## src/rtl/clock_disp_pkg.sv

```systemverilog
// Shared constants, FSM state type and segment decoder for the clock display.
package clock_disp_pkg;

    // Segment patterns, bit order {g,f,e,d,c,b,a}, active-high
    localparam logic [6:0] SEG_BLANK = 7'b0000000;
    localparam logic [6:0] SEG_DASH  = 7'b1000000;
    localparam logic [6:0] SEG_DIGIT [0:9] = '{
        7'h3F, 7'h06, 7'h5B, 7'h4F, 7'h66,
        7'h6D, 7'h7D, 7'h07, 7'h7F, 7'h6F
    };

    // Digit codes: 0..9 are the decimal values themselves
    localparam logic [3:0] DIG_DASH  = 4'hA;
    localparam logic [3:0] DIG_BLANK = 4'hF;

    typedef enum logic [1:0] {
        IDLE,
        CONV,
        COMMIT
    } disp_state_t;

    function automatic logic [6:0] seg_decode(input logic [3:0] d);
        logic [6:0] s;
        s = SEG_BLANK;
        if (d <= 4'd9)
            s = SEG_DIGIT[d];
        else if (d == DIG_DASH)
            s = SEG_DASH;
        return s;
    endfunction

endpackage

```

## src/rtl/clock_display_scan_bin2bcd.sv

```systemverilog
// Iterative double-dabble: one add-3/shift step per clock into an 8-bit BCD
// scratch. start loads the operand; done is high during the cycle whose edge
// performs the final shift, so bcd holds the result from the next cycle on.
module bin2bcd_iter #(
    parameter int W = 6
) (
    input  logic         clk,
    input  logic         rst,
    input  logic         start,
    input  logic [W-1:0] bin,
    output logic         done,
    output logic [7:0]   bcd
);
    // W >= 2, so a W-1 count fits in clog2(W) bits
    localparam int CW = $clog2(W);
    localparam logic [CW-1:0] LAST = CW'(W - 1);

    logic          active;
    logic [CW-1:0] cnt;
    logic [W-1:0]  sh;
    logic [7:0]    adj;

    function automatic logic [7:0] add3(input logic [7:0] v);
        logic [3:0] hi;
        logic [3:0] lo;
        hi = v[7:4];
        lo = v[3:0];
        if (hi >= 4'd5) hi = hi + 4'd3;
        if (lo >= 4'd5) lo = lo + 4'd3;
        return {hi, lo};
    endfunction

    assign adj  = add3(bcd);
    assign done = active && (cnt == LAST);

    // Step counter: a restart always wins over a conversion in flight
    always_ff @(posedge clk) begin
        if (rst) begin
            active <= 1'b0;
            cnt    <= '0;
        end else if (start) begin
            active <= 1'b1;
            cnt    <= '0;
        end else if (active) begin
            cnt <= cnt + 1'b1;
            if (cnt == LAST) active <= 1'b0;
        end
    end

    // Scratch shift register: correct nibbles, then shift the next operand bit in
    always_ff @(posedge clk) begin
        if (start) begin
            bcd <= '0;
            sh  <= bin;
        end else if (active) begin
            bcd <= {adj[6:0], sh[W-1]};
            sh  <= sh << 1;
        end
    end

endmodule

```

## src/rtl/clock_display_scan.sv

```systemverilog
// Display front end for the 12-hour clock core: snapshots the time on a
// strobe, converts hours/minutes to BCD, and scans a 4-digit HH:MM display.
module clock_display_scan
    import clock_disp_pkg::*;
#(
    parameter int SCAN_DIV = 1024
) (
    input  logic       clk,
    input  logic       rst,
    input  logic       en,
    input  logic       time_valid,
    input  logic [3:0] hours,
    input  logic       pm,
    input  logic [5:0] minutes,
    input  logic [5:0] seconds,
    output logic [6:0] seg,
    output logic       dp,
    output logic [3:0] dig_en,
    output logic       pm_led,
    output logic       busy
);
    localparam int SC_W = $clog2(SCAN_DIV);

    disp_state_t state, state_nxt;
    logic        start;
    logic        use_pend;
    logic [3:0]  src_hours, snap_hours, pend_hours;
    logic [5:0]  src_min, snap_min, pend_min;
    logic        src_pm, snap_pm, pend_pm;
    logic        src_sec0, snap_sec0, pend_sec0;
    logic        pend_vld;
    logic        min_done, unused_hrs_done;
    logic [7:0]  min_bcd, hrs_bcd;
    logic        hrs_ok, min_ok;
    logic [3:0]  dig_r   [0:3];
    logic [3:0]  dig_nxt [0:3];
    logic        colon_r, colon_nxt, pm_nxt;
    logic [3:0]  pos, pos_nxt, cur_dig;
    logic [SC_W-1:0] scan_cnt;
    logic        scan_wrap;
    logic        unused_sec;

    assign unused_sec = ^seconds[5:1];
    assign busy = (state != IDLE);

    // A restart out of COMMIT uses the live strobe if present (newest wins), else the pending buffer
    assign use_pend  = (state == COMMIT) && !time_valid;
    assign src_hours = use_pend ? pend_hours : hours;
    assign src_min   = use_pend ? pend_min   : minutes;
    assign src_pm    = use_pend ? pend_pm    : pm;
    assign src_sec0  = use_pend ? pend_sec0  : seconds[0];

    bin2bcd_iter #(.W(4)) u_hrs (
        .clk(clk), .rst(rst), .start(start), .bin(src_hours),
        .done(unused_hrs_done), .bcd(hrs_bcd)
    );

    bin2bcd_iter #(.W(6)) u_min (
        .clk(clk), .rst(rst), .start(start), .bin(src_min),
        .done(min_done), .bcd(min_bcd)
    );

    // FSM state register
    always_ff @(posedge clk) begin
        if (rst) state <= IDLE;
        else     state <= state_nxt;
    end

    // FSM next state and converter start
    always_comb begin
        state_nxt = state;
        start     = 1'b0;
        case (state)
            IDLE: if (time_valid) begin
                start     = 1'b1;
                state_nxt = CONV;
            end
            CONV: if (min_done) state_nxt = COMMIT;
            COMMIT: if (time_valid || pend_vld) begin
                start     = 1'b1;
                state_nxt = CONV;
            end else begin
                state_nxt = IDLE;
            end
            default: state_nxt = IDLE;
        endcase
    end

    // Snapshot of the time being converted, taken whenever a conversion starts
    always_ff @(posedge clk) begin
        if (start) begin
            snap_hours <= src_hours;
            snap_min   <= src_min;
            snap_pm    <= src_pm;
            snap_sec0  <= src_sec0;
        end
    end

    // One-deep pending buffer for strobes arriving mid-conversion
    always_ff @(posedge clk) begin
        if (rst)                               pend_vld <= 1'b0;
        else if (state == CONV && time_valid)  pend_vld <= 1'b1;
        else if (state == COMMIT)              pend_vld <= 1'b0;
        if (state == CONV && time_valid) begin
            pend_hours <= hours;
            pend_min   <= minutes;
            pend_pm    <= pm;
            pend_sec0  <= seconds[0];
        end
    end

    assign hrs_ok = (snap_hours != 4'd0) && (snap_hours <= 4'd12);
    assign min_ok = (snap_min <= 6'd59);

    // Digit values after this edge: new time on COMMIT, otherwise held
    always_comb begin
        for (int i = 0; i < 4; i++) dig_nxt[i] = dig_r[i];
        colon_nxt = colon_r;
        pm_nxt    = pm_led;
        if (state == COMMIT) begin
            dig_nxt[3] = !hrs_ok ? DIG_DASH :
                         (snap_hours < 4'd10) ? DIG_BLANK : hrs_bcd[7:4];
            dig_nxt[2] = !hrs_ok ? DIG_DASH : hrs_bcd[3:0];
            dig_nxt[1] = !min_ok ? DIG_DASH : min_bcd[7:4];
            dig_nxt[0] = !min_ok ? DIG_DASH : min_bcd[3:0];
            colon_nxt  = ~snap_sec0;
            pm_nxt     = snap_pm;
        end
    end

    // Committed display registers, updated atomically
    always_ff @(posedge clk) begin
        if (rst) begin
            dig_r   <= '{default: DIG_BLANK};
            colon_r <= 1'b0;
            pm_led  <= 1'b0;
        end else begin
            dig_r   <= dig_nxt;
            colon_r <= colon_nxt;
            pm_led  <= pm_nxt;
        end
    end

    assign scan_wrap = (scan_cnt == SC_W'(SCAN_DIV - 1));
    assign pos_nxt   = (en && scan_wrap) ? {pos[2:0], pos[3]} : pos;

    // Digit code for the position that will be enabled after this edge
    always_comb begin
        cur_dig = dig_nxt[0];
        case (pos_nxt)
            4'b0010: cur_dig = dig_nxt[1];
            4'b0100: cur_dig = dig_nxt[2];
            4'b1000: cur_dig = dig_nxt[3];
            default: cur_dig = dig_nxt[0];
        endcase
    end

    // Scan counter, digit rotation and registered pin outputs (seg/dp aligned with dig_en)
    always_ff @(posedge clk) begin
        if (rst) begin
            scan_cnt <= '0;
            pos      <= 4'b0001;
            dig_en   <= 4'b0001;
            seg      <= SEG_BLANK;
            dp       <= 1'b0;
        end else begin
            pos <= pos_nxt;
            if (en) begin
                scan_cnt <= scan_wrap ? '0 : scan_cnt + 1'b1;
                dig_en   <= pos_nxt;
                seg      <= seg_decode(cur_dig);
                dp       <= colon_nxt & pos_nxt[2];
            end else begin
                dig_en <= 4'b0000;
                seg    <= SEG_BLANK;
                dp     <= 1'b0;
            end
        end
    end

endmodule

```

## config.mk

```make
export PLATFORM = sky130hd
export DESIGN_NAME = clock_display_scan
export DESIGN_NICKNAME = d
export VERILOG_FILES = /design/src/rtl/clock_disp_pkg.sv /design/src/rtl/clock_display_scan_bin2bcd.sv /design/src/rtl/clock_display_scan.sv
export SDC_FILE = /design/constraint.sdc
export NUM_CORES = 1
export LEC_CHECK = 0
export CAP_MARGIN = 30
export CORE_MARGIN = 4
export CORE_UTILIZATION = 45
export DETAILED_ROUTE_END_ITERATION = 6
export DONT_BUFFER_PORTS = 1
export SYNTH_ARGS = -nofsm -noshare
export SYNTH_HDL_FRONTEND = slang
export SYNTH_SLANG_ARGS = --single-unit
export TNS_END_PERCENT = 30
```

## constraint.sdc

```tcl
create_clock -name clk -period 6.15 [get_ports clk]
set_input_delay 1.23 -clock clk [delete_from_list [all_inputs] [get_ports clk]]
set_output_delay 1.23 -clock clk [all_outputs]
set_load 0.1 [all_outputs]
```

; After elaboration in Yosys (flattened, before gate mapping)
; Memory sizes are Yosys's and may differ from the RTL's.
; Index checks and enable logic that the tools add are counted.
[word_totals]
memories = 1
input_bits = 21
out_inout_bits = 14
wordCells = 120
romBits = 112
register_bits = 104
[memory_table]
columns = memory, depth, width, read_ports, rd_clocked_by_memory_dff, wr, line_no
row1 = (no name shown), 16, 7, 1, 0, 0, clock_disp_pkg.sv:26  ; s = SEG_DIGIT[d];
[classes]
eq_ne = 11
bitwise_logic = 4
reduce_logical = 16
order_cmp = 9
n_addsub = 7
n_mux = 42
[ops]
columns = op, n
row1 = $mux 4, 11
row2 = $mux 7, 4
row3 = $mux 6, 3
row4 = $ge 4x3->1 const B, 4
row5 = $mux 16, 1
row6 = $mux 1, 15
row7 = $pmux 4 s3, 1
row8 = $add 10x1->10 const B, 1
row9 = $eq 10x10->1 const B, 1
row10 = $mux 10, 1
row11 = $add 4x2->4 const B, 2
row12 = $eq 4x4->1 const B, 2
row13 = $le 4x4->1 const B, 2
row14 = $reduce_bool 2->1, 4
row15 = $add 3x2->3 const B, 2
row16 = $le 6x6->1 const B, 1
row17 = $mux 3, 2
row18 = $pmux 2 s3, 1
row19 = $ge 5x5->1 const B, 1
row20 = $logic_and 1x1->1, 5
row21 = $not 4->5, 1
row22 = $eq 2x2->1 const B, 2
row23 = $eq 4x2->1 const B, 1
row24 = $eq 4x3->1 const B, 1
row25 = 16 further kinds, 20

; Logic depth before layout (Yosys ltp)
; Gate-level depths: netlist of run 1.
[depth]
depth_word = 10
mapped_depth = 13
depth_no_buf = 13

; Cells and area by module
; From an unflattened synthesis of run 1, not the netlist that was laid out.
[hier_totals]
hier_cells = 438
area_unflattened_um2 = 4684.5
[modules_own_cells]
columns = mod, area_per_inst_um2, instances, seq_area_each_um2, cells_per_inst
row1 = clock_display_scan, 2975.4, 1, 1601.5, 270
row2 = bin2bcd_iter at u_min, 944.7, 1, 420.4, 91
row3 = bin2bcd_iter at u_hrs, 764.5, 1, 340.3, 77

; Least setup slack after synthesis of run 1
; Ideal clock, no wire load.
[synth_path]
path_kind = input port to flip-flop
startpoint = in en
endpoint = reg seg[0]
required_time_ps = 6055
path_slack_ps = 2619
path_buffers = 0
setup_ps = 95
stages = 12
t_arrival_ps = 3436
path_cell_list = nand4_1 -> nor3_4 -> mux2i_1 -> a22oi_1 -> a22o_1 -> inv_1 -> ha_1 -> nor2_1 -> nor3_1 -> a31oi_1 -> a21o_2 -> a221oi_1
[synth_via]
elab_chain_len = 9
elab_cells_between_ends = 14
classes_between = order compare (1) / eq/ne (3) / mux (5) / bitwise (2) / reduce/logical (2) / memory (1)
[synth_rtl]
columns = element, line_no
row1 = "start, declared", clock_display_scan.sv:10  ; input logic en,
row2 = $logic_and 1x1->1, clock_display_scan.sv:145  ; assign pos_nxt = (en && scan_wrap) ? {pos[2:0], pos[3]} : pos;
row3 = $mux 4, clock_display_scan.sv:145
row4 = $eq 4x4->1 (tied with other cells), clock_display_scan.sv:150  ; case (pos_nxt)
row5 = $pmux 4 s3, clock_display_scan.sv:150
row6 = $not 4->5 (not written as such), clock_disp_pkg.sv:26
row7 = $mem_v2 16x7, -
row8 = $mux 7 (not written as such) (2 in a row), clock_disp_pkg.sv:26
row9 = $mux 7, clock_disp_pkg.sv:25  ; if (d <= 4'd9)
row10 = "end signal, assigned", clock_display_scan.sv:171  ; seg <= seg_decode(cur_dig);
row11 = "end, declared", clock_display_scan.sv:16  ; output logic [6:0] seg,
; Parallel ways exist; a longest one is shown, timed or not. The select of a mux whose other input is x is not followed.
; A chain may end at the register's enable or synchronous reset.

; Final worst setup path of run 1
[layout_path]
startpoint = in en
endpoint = reg seg[3]
; Same word-level chain as after synthesis.

==> summary.txt, run 1 <==
status -> finished clean
Crit path buffers/inverters -> 1
Slew @ Worst Pin -> 996 ps
fin nets -> 483
antenna diode count -> 0
type of the worst setup path -> in -> reg
PortBufs -> 0
pin count of the biggest net entering global routing -> 45
DRC violations left -> 0
maximum vdd drop -> 0.000144 V
cells resized by post-CTS repair -> 0
area of all placed cells without fillers -> 4840 um^2
Floorplan Core Area -> 9770 um^2
synthesized instance count -> 449
GRT Resource Usage Total -> 14.8%
maximum fanout count along the critical path -> 16
reg2reg setup slack -> 2530 ps
number of cell rows -> 36
register bit total from synthesis -> 102
number of global-route vias before repair -> 2909
Max clock buf depth -> 2
sum of negative setup slack -> 0 ps
kind of start point of the critical path -> input pin
Hold Path Class -> reg -> reg
CTS tree -> done
Power, Total -> 1.26 mW
synthesized net count -> 488
min Tclk post-route -> 3810 ps
final HPWL from detailed placement -> 5600 um
synthesized area -> 4540 um^2
DRT Pass-1 Iters -> 5
wire length per cell after detailed routing -> 13.7 um
CP Data Arrival Time -> 4070 ps
top flip-flop cell by instance count after synthesis -> dfxtp_1
wire length after detailed routing -> 7960 um
first-iteration detailed-routing DRC count -> 158
static leakage -> 1.78 nW
CP Capture Type -> flop
horizontal die dimension -> 108 um
Final Max Tran Viols -> 0
fillcell total -> 934
pwr/cell area -> 260 nW/um^2
clk sinks -> 102
total vias in the final route -> 3041
clock slew seen by the registers of the worst setup and hold paths -> 90 ps
final clock period utilization by the worst path -> 61.9%
number of vias per cell after detailed routing -> 5.23
unrepaired setup endpoints after global routing -> false
Die Footprint -> 11700 um^2
family with the most delay on the worst path -> compound AO/OA/AOI/OAI gates
worst clock skew on the final layout -> 7.61 ps
CTS HTree Levels -> 3
clock buffers created by TritonCTS -> 9
CP max stage cell -> nor3_4
I/O Pins -> 35
CTS Hold Bufs -> 0
number of synthesized flops with an enable pin -> 32
Achievable Freq -> 263 MHz
Synth-to-Final Area Change -> 6.76%
number of setup violations in the final report -> 0
sequential fraction of the synthesis area -> 52.1%
DP Area -> 4640 um^2
Initial Utilization -> 46.4%
GP Congestion -> 0.789
worst relative slew slack -> 33.5%
hold slack final -> 473 ps
final hold violations -> 0
Post-Synthesis Mean Instance Area -> 10.1 um^2
insertion delay of the later-clocked pin in the worst-skew pair -> 360 ps
slowest stage delay, CP -> 620 ps
Remaining Overflow, GRT -> 0
cells traversed along the worst timing path -> nand4_1, nor3_4, mux2i_1, a22oi_1, a22o_1, inv_1, ha_1, nor2_1, nor3_1, a31oi_1, a21o_2, a221oi_1
number of antenna violations at the first check in global routing -> 0
Post-CTS Setup Repair Bufs -> 0
share of final-layout standard cells stronger than drive strength 1 -> 11.6%
antenna violation net count after detailed routing -> 0
Yosys warning total -> 0
Async S/R FF share, synth -> 0%
count of unique library cells instantiated by Yosys -> 55
total of max-cap violations -> 0
wire length of the first global-routing pass -> 13700 um
floorplan die height -> 108 um
Required @ worst endpoint -> 6410 ps
root buffer cell -> clkbuf_8
==> per-stage QoR <==
stage	setup slack (ps)	instances	utilization, %
2_1_floorplan	2620	449	-
3_3_place_gp	2030	566	47.5
3_5_place_dp	1960	566	47.5
4_1_cts	2360	582	49.5
5_1_grt	2040	582	49.5
6_report	2340	582	49.5
==> tightest hold or removal path, cell delays in order, from the launching register on <==
cell	delay, ps
dfxtp_1	330
nand2_1	60
a21oi_1	50
==> cells in the mapped netlist, drive strengths merged, types with 2 or more instances <==
cell type | count | area share (%)
o211ai | 3 | 0.61
or4 | 3 | 0.58
and2 | 6 | 0.83
or4b | 3 | 0.66
a211oi | 2 | 0.33
or2 | 14 | 1.9
nor2b | 2 | 0.28
a22oi | 5 | 0.94
nand4 | 4 | 0.55
ha | 18 | 5.0
xnor2 | 9 | 1.7
nor3b | 3 | 0.50
nand3b | 2 | 0.33
a21oi | 24 | 2.6
o32a | 2 | 0.44
nand3 | 11 | 1.5
nor2 | 40 | 3.3
nand2b | 16 | 2.2
o21ai | 17 | 2.0
buf | 3 | 0.41
a22o | 3 | 0.58
a221oi | 2 | 0.39
o22ai | 4 | 0.55
inv | 16 | 1.3
a31oi | 3 | 0.41
clkbuf | 15 | 1.2
mux2 | 12 | 3.0
mux2i | 17 | 3.8
and3 | 2 | 0.30
nand2 | 53 | 4.4
o22a | 2 | 0.39
edfxtp | 32 | 21
xor2 | 6 | 1.2
dfxtp | 70 | 31
nor3 | 15 | 1.9
==> state kept, by name (all words and copies together), names as in the netlist, 6 cells and up <==
name and count:
dig_r 16, scan_cnt 10, u_hrs.bcd 8, pend_min 6, u_min.sh 6, u_min.bcd 8
seg 7
==> placed cells by master (no fill, tap or decap), drive strengths merged, types with 2 or more instances in the layout <==
cell	instances
a211oi	2
a21oi	24
a221oi	2
a22o	3
a22oi	5
a31oi	3
and2	6
and3	2
buf	2
clkbuf	11
clkinv	3
dfxtp	70
edfxtp	32
ha	18
inv	16
mux2	12
mux2i	17
nand2	53
nand2b	16
nand3	11
nand3b	2
nand4	4
nor2	40
nor2b	2
nor3	15
nor3b	3
o211ai	3
o21ai	17
o22a	2
o22ai	4
o32a	2
or2	14
or4	3
or4b	3
xnor2	9
xor2	6
==> path summary, 6_finish.rpt <==
kind	start	cells past startpoint	endpoint
max reg2reg	scan_cnt[0]$_SDFFE_PP0P_	13	seg[3]$_SDFF_PP0_
min	u_min.bcd[7]$_SDFFE_PP0P_	2	u_min.bcd[7]$_SDFFE_PP0P_
min reg2reg	u_min.bcd[7]$_SDFFE_PP0P_	2	u_min.bcd[7]$_SDFFE_PP0P_
max	en	12	seg[3]$_SDFF_PP0_
==> cell type report <==
| class | instances | area [um^2] | area share (%) |
|---|---|---|---|
| Inverter | 16 | 60.1 | 1.24 |
| Multi-Input combinational cell | 313 | 2040 | 42.1 |
| Clock buffer | 11 | 141 | 2.92 |
| Tap cell | 133 | 166 | 3.44 |
| Clock inverter | 5 | 58.8 | 1.21 |
| Timing Repair Buffer | 2 | 15.0 | 0.310 |
| Sequential cell | 102 | 2360 | 48.8 |
==> cell families after synthesis <==
group	Yosys count	synth area share [%]
and+or+nand+nor	177	19.8
AOI/OAI and AO/OA	74	10.6
adders and majority gates	18	4.97
buffers and inverters	34	2.98
DFF	102	52.1
xor gates and xnor gates	15	2.90
muxes	29	6.73
==> power by group <==
part	total, mW	switching [mW]	internal [mW]	leakage [nW]
sequential	0.753	0.0269	0.726	0.875
combinational	0.0857	0.0485	0.0372	0.806
clock	0.420	0.220	0.200	0.0972
total	1.26	0.295	0.963	1.78
==> layer usage <==
metal | up-vias | global-route usage [%] | wire length (um)
met5 | - | 0 | 0
met4 | 0 | 3.52 | 56
met3 | 4 | 5.25 | 435
met2 | 63 | 25.2 | 3770
met1 | 1418 | 17.9 | 3700
li1 | 1556 | - | -
Note: power is estimated with default switching activity, not from simulation.
==> run 2: changes to the inputs <==
==> constraint.sdc (replaced) <==
create_clock -name clk -period 3.24 [get_ports clk]
set_input_delay 0.648 -clock clk [delete_from_list [all_inputs] [get_ports clk]]
set_output_delay 0.648 -clock clk [all_outputs]
set_load 0.1 [all_outputs]
==> summary.txt, run 2 (synthesized netlist as in run 1, its figures left out) <==
I/O Pins -> 35
pwr/cell area -> 502 nW/um^2
number of flip-flops in the largest register -> 16
kind of start point of the critical path -> flop
commonest non-fill, non-tap cell in the layout -> dfxtp_1
slowest stage delay, CP -> 540 ps
clock buffers created by TritonCTS -> 9
crit path to -> seg[3]$_SDFF_PP0_
first-iteration detailed-routing DRC count -> 120
cells traversed along the worst timing path -> or4b_1, or4_4, o21ai_4, a21oi_1, a22o_2, inv_1, ha_2, nor2_1, nor3_1, a31oi_1, a21o_2, a221oi_1
fin nets -> 493
clock share of power -> 36.4%
share of final-layout standard cells stronger than drive strength 1 -> 14.8%
maximum fanout count along the critical path -> 6
worst clock skew on the final layout -> 16.8 ps
clk sinks -> 102
type of the worst setup path -> reg -> reg
clock slew seen by the registers of the worst setup and hold paths -> 90 ps
CP Data Arrival Time -> 3370 ps
Synth-to-Final Area Change -> 9.96%
commonest non-fill, non-tap cells in the layout -> 68 x dfxtp_1, 53 x nand2_1, 40 x nor2_1
DRC violations left -> 0
Max clock buf depth -> 2
number of cell rows -> 36
Final Max Tran Viols -> 0
antenna diode count -> 0
PortBufs -> 0
wire length after detailed routing -> 7980 um
internal power consumption -> 1.95 mW
GP Congestion -> 0.777
reg2reg setup slack -> 120 ps
final instance count without filler cells -> 592
wire length of the first global-routing pass -> 13800 um
CTS HTree Levels -> 3
family with the most delay on the worst path -> simple AND/OR/NAND/NOR gates
Initial Utilization -> 46.4%
status -> finished clean
wire length per cell after detailed routing -> 13.5 um
final hold violations -> 0
Die Footprint -> 11700 um^2
Place WS -> 66.5 ps
number of global-route vias before repair -> 2989
hold slack final -> 356 ps
length in cells of the worst reg-to-reg path -> 12
insertion delay of the later-clocked pin in the worst-skew pair -> 360 ps
worst setup slack after layout -> 125 ps
static leakage -> 1.86 nW
horizontal die dimension -> 108 um
Hold Path Class -> in -> reg
number of antenna violations at the first check in global routing -> 0
floorplan die height -> 108 um
Remaining Overflow, GRT -> 0
maximum vdd drop -> 0.000461 V
sum of negative setup slack -> 0 ps
final HPWL from detailed placement -> 5680 um
pin count of the biggest net entering global routing -> 45
Crit path buffers/inverters -> 1
Cells after DPL -> 574
footprint of the flip-flops and latches -> 2360 um^2
worst relative slew slack -> 32.3%
Slew @ Worst Pin -> 1010 ps
GRT Resource Usage Total -> 14.8%
Required @ worst endpoint -> 3500 ps
FF-to-FF End -> seg[3]$_SDFF_PP0_
total vias in the final route -> 3040
final clock period utilization by the worst path -> 96.2%
start of the worst register-to-register path -> pos[1]$_SDFF_PP0_
root buffer cell -> clkbuf_8
min Tclk post-route -> 3120 ps
unrepaired setup endpoints after global routing -> false
total area of multi-input combinational cells -> 2060 um^2
CP startpoint -> pos[1]$_SDFF_PP0_
CTS Hold Bufs -> 0
Floorplan Core Area -> 9770 um^2
switching power -> 0.550 mW
number of setup violations in the final report -> 0
antenna violation net count after detailed routing -> 0
fillcell total -> 936
CP max stage cell -> or4_4
CTS tree -> done
Achievable Freq -> 321 MHz
switching share of total power -> 22.0%
DRT Pass-1 Iters -> 7
register with the highest flop count -> dig_r
biggest registers after layout -> dig_r: 16 flops, scan_cnt: 10 flops
number of cells on the critical path -> 12
number of vias per cell after detailed routing -> 5.14
CP Capture Type -> flop
register share of total power -> 57.1%
share of total power in combinational logic -> 6.6%
total of max-cap violations -> 0
## run 2: cell count changes in the layout (fill, tap and decap cells not counted), sizes merged
cell / previous run / this run
clkbuf: 11 / 13
clkinv: 3 / 1
buf: 2 / 12
bufinv: 1 / 2
clkinvlp: 1 / 0
## run 2: how the worst min path moves through the flow
stage | start | end | slack, ps | cells after the start
after CTS | rst | pm_led$_SDFFE_PP0P_ | 320 | 1
after detailed placement | u_min.bcd[7]$_SDFFE_PP0P_ | u_min.bcd[7]$_SDFFE_PP0P_ | 470 | 2
final | rst | u_min.cnt[0]$_SDFFE_PP0P_ | 360 | 1
after global placement | u_min.bcd[7]$_SDFFE_PP0P_ | u_min.bcd[7]$_SDFFE_PP0P_ | 460 | 2
after global routing | rst | u_min.active$_SDFF_PP0_ | 320 | 1
after floorplan | u_hrs.bcd[7]$_SDFFE_PP0P_ | u_hrs.bcd[7]$_SDFFE_PP0P_ | 440 | 2
## run 2: routing by layer
metal / vias to the layer above / routed length, um / part of all wire [%] / track usage (%)
met2: 47 / 3660 / 46 / 24.6
met4: 0 / 95 / 1.2 / 4.60
met3: 8 / 388 / 4.9 / 4.60
met5: - / 0 / 0 / 0
met1: 1408 / 3840 / 48 / 18.4
li1: 1577 / - / - / -
## run 2: stage by stage
stage               util [%]  instance area (um^2)  power, mW
floorplan                  -                  4540       1.59
global placement        48.2                  4710       1.62
detailed placement      48.2                  4710       1.63
CTS                     50.6                  4950       2.54
global route            51.0                  4990       2.62
finish                  51.0                  4990       2.50
## run 2: layout make-up
cell class	instances	area share (%)
multi-input cells	313	41.3
clock buffers	13	3.41
clock inverters	3	1.30
well taps	133	3.34
inverters	16	1.20
flip-flops and latches	102	47.4
repair buffers	12	2.06
## run 2: power by group through the flow
stage	clock network [mW]	registers [mW]	logic, mW
after CTS	0.939	1.43	0.168
final	0.910	1.43	0.165
after detailed placement	0	1.46	0.167
after global placement	0	1.46	0.161
after floorplan	0	1.44	0.154
after global routing	0.984	1.44	0.193
## run 2: timing repair
item,CTS,global route
buffers inserted,0,2
gates resized for setup,0,7
setup endpoints to repair,0,6
==> run 3: changes to the inputs <==
--- a/config.mk
+++ b/config.mk
@@ -6,7 +6,7 @@
 export NUM_CORES = 1
 export LEC_CHECK = 0
 export CAP_MARGIN = 30
-export CORE_MARGIN = 4
+export CORE_MARGIN = 2
 export CORE_UTILIZATION = 45
 export DETAILED_ROUTE_END_ITERATION = 6
 export DONT_BUFFER_PORTS = 1
==> summary.txt, run 3 (synthesized netlist as in run 1, its figures left out) <==
number of setup violations in the final report -> 0
worst relative slew slack -> 32.2%
start of the worst register-to-register path -> scan_cnt[0]$_SDFFE_PP0P_
Achievable Freq -> 329 MHz
status -> finished clean
final instance count without filler cells -> 594
wire length after detailed routing -> 8100 um
fillcell total -> 911
floorplan die height -> 104 um
number of antenna violations at the first check in global routing -> 0
register with the highest flop count -> dig_r
Die Footprint -> 10900 um^2
maximum fanout count along the critical path -> 5
FF-to-FF End -> seg[0]$_SDFF_PP0_
worst setup slack after layout -> 201 ps
commonest non-fill, non-tap cell in the layout -> dfxtp_1
Final Max Tran Viols -> 0
total of max-cap violations -> 0
antenna violation net count after detailed routing -> 0
Initial Utilization -> 46.4%
number of cell rows -> 36
Required @ worst endpoint -> 3510 ps
static leakage -> 1.83 nW
wire length of the first global-routing pass -> 14000 um
hold slack final -> 341 ps
Floorplan Core Area -> 9770 um^2
number of vias per cell after detailed routing -> 5.24
Cells after DPL -> 576
length in cells of the worst reg-to-reg path -> 13
number of flip-flops in the largest register -> 16
maximum vdd drop -> 0.000348 V
insertion delay of the later-clocked pin in the worst-skew pair -> 370 ps
DRC violations left -> 0
Hold Crit Start -> rst
final design utilization -> 50.6%
clock slew seen by the registers of the worst setup and hold paths -> 90 ps
kind of start point of the critical path -> flop
cell depth of the worst hold path -> 1
total vias in the final route -> 3114
share of final-layout standard cells stronger than drive strength 1 -> 15.6%
fin nets -> 495
root buffer cell -> clkbuf_8
wire length per cell after detailed routing -> 13.6 um
CTS HTree Levels -> 3
commonest non-fill, non-tap cells in the layout -> 68 x dfxtp_1, 53 x nand2_1, 40 x nor2_1
CP Capture Type -> flop
worst clock skew on the final layout -> 12.4 ps
Synth-to-Final Area Change -> 9.10%
first-iteration detailed-routing DRC count -> 83
Slew @ Worst Pin -> 1020 ps
horizontal die dimension -> 104 um
clk sinks -> 102
final hold violations -> 0
pwr/cell area -> 477 nW/um^2
final clock period utilization by the worst path -> 93.8%
CTS tree -> done
clock buffers created by TritonCTS -> 9
type of the worst setup path -> reg -> reg
number of global-route vias before repair -> 2971
I/O Pins -> 35
Worst Hold Endpoint -> u_min.active$_SDFF_PP0_
pin count of the biggest net entering global routing -> 45
antenna diode count -> 0
final HPWL from detailed placement -> 5780 um
Hold Path Class -> in -> reg
PortBufs -> 0
CP startpoint -> scan_cnt[0]$_SDFFE_PP0P_
GRT Resource Usage Total -> 15.9%
Place WS -> 72.8 ps
reg2reg setup slack -> 200 ps
biggest registers after layout -> dig_r: 16 flops, scan_cnt: 10 flops
DRT Pass-1 Iters -> 4
Remaining Overflow, GRT -> 0
min Tclk post-route -> 3040 ps
CP Data Arrival Time -> 3300 ps
Max clock buf depth -> 2
GP Congestion -> 0.820
[run 3: final cells by class]
class                           count  area [um^2]  area share (%)
Clock buffer                       12          135            2.73
Inverter                           16         60.1            1.21
Clock inverter                      4         50.0            1.01
Sequential cell                   102         2360            47.8
Multi-Input combinational cell    313         2070            41.8
Tap cell                          133          166            3.36
Timing Repair Buffer               14          105            2.12
[run 3: how the worst max path moves through the flow]
stage,endpoint,slack (ps),cells past startpoint
finish,seg[0]$_SDFF_PP0_,200,13
global route,seg[0]$_SDFF_PP0_,-30,14
CTS,seg[3]$_SDFF_PP0_,60,13
detailed placement,seg[3]$_SDFF_PP0_,70,12
global placement,seg[3]$_SDFF_PP0_,130,12
floorplan,seg[0]$_SDFF_PP0_,290,12
[run 3: where the power goes]
group | total, mW | switching (mW) | internal [mW]
clock network | 0.769 | 0.412 | 0.357
logic | 0.164 | 0.0918 | 0.0718
registers | 1.43 | 0.0510 | 1.38
[run 3: repair_timing]
action	in CTS	in global routing
setup buffers	0	2
resized for setup	0	10
endpoints found under the setup margin	0	6
hold buffers	0	0
[run 3: per-layer routing]
| layer | GRT usage [%] | vias to the layer above | routed length, um |
|---|---|---|---|
| li1 | - | 1581 | - |
| met1 | 19.8 | 1464 | 3770 |
| met2 | 25.7 | 56 | 3800 |
| met3 | 5.26 | 13 | 381 |
| met4 | 5.69 | 0 | 157 |
| met5 | 0 | - | 0 |
[run 3: critical path, stage by stage (launching register included)]
cell and delay (ps):
dfxtp_2 370, ha_2 210, nand4_1 190, or4_4 570, o21ai_2 120, a21oi_1 100
a22o_2 310, inv_1 130, ha_4 170, nor2_1 50, nor3_1 160, a31oi_1 70
a21o_2 270, a221oi_1 200
[run 3: stage by stage]
stage	total power [mW]	TNS (ps)	instance area, um^2
after CTS	2.40	0	4900
after global routing	2.49	-44.6	4950
after floorplan	1.59	0	4540
after global placement	1.62	0	4720
after detailed placement	1.63	0	4720
final	2.36	0	4950
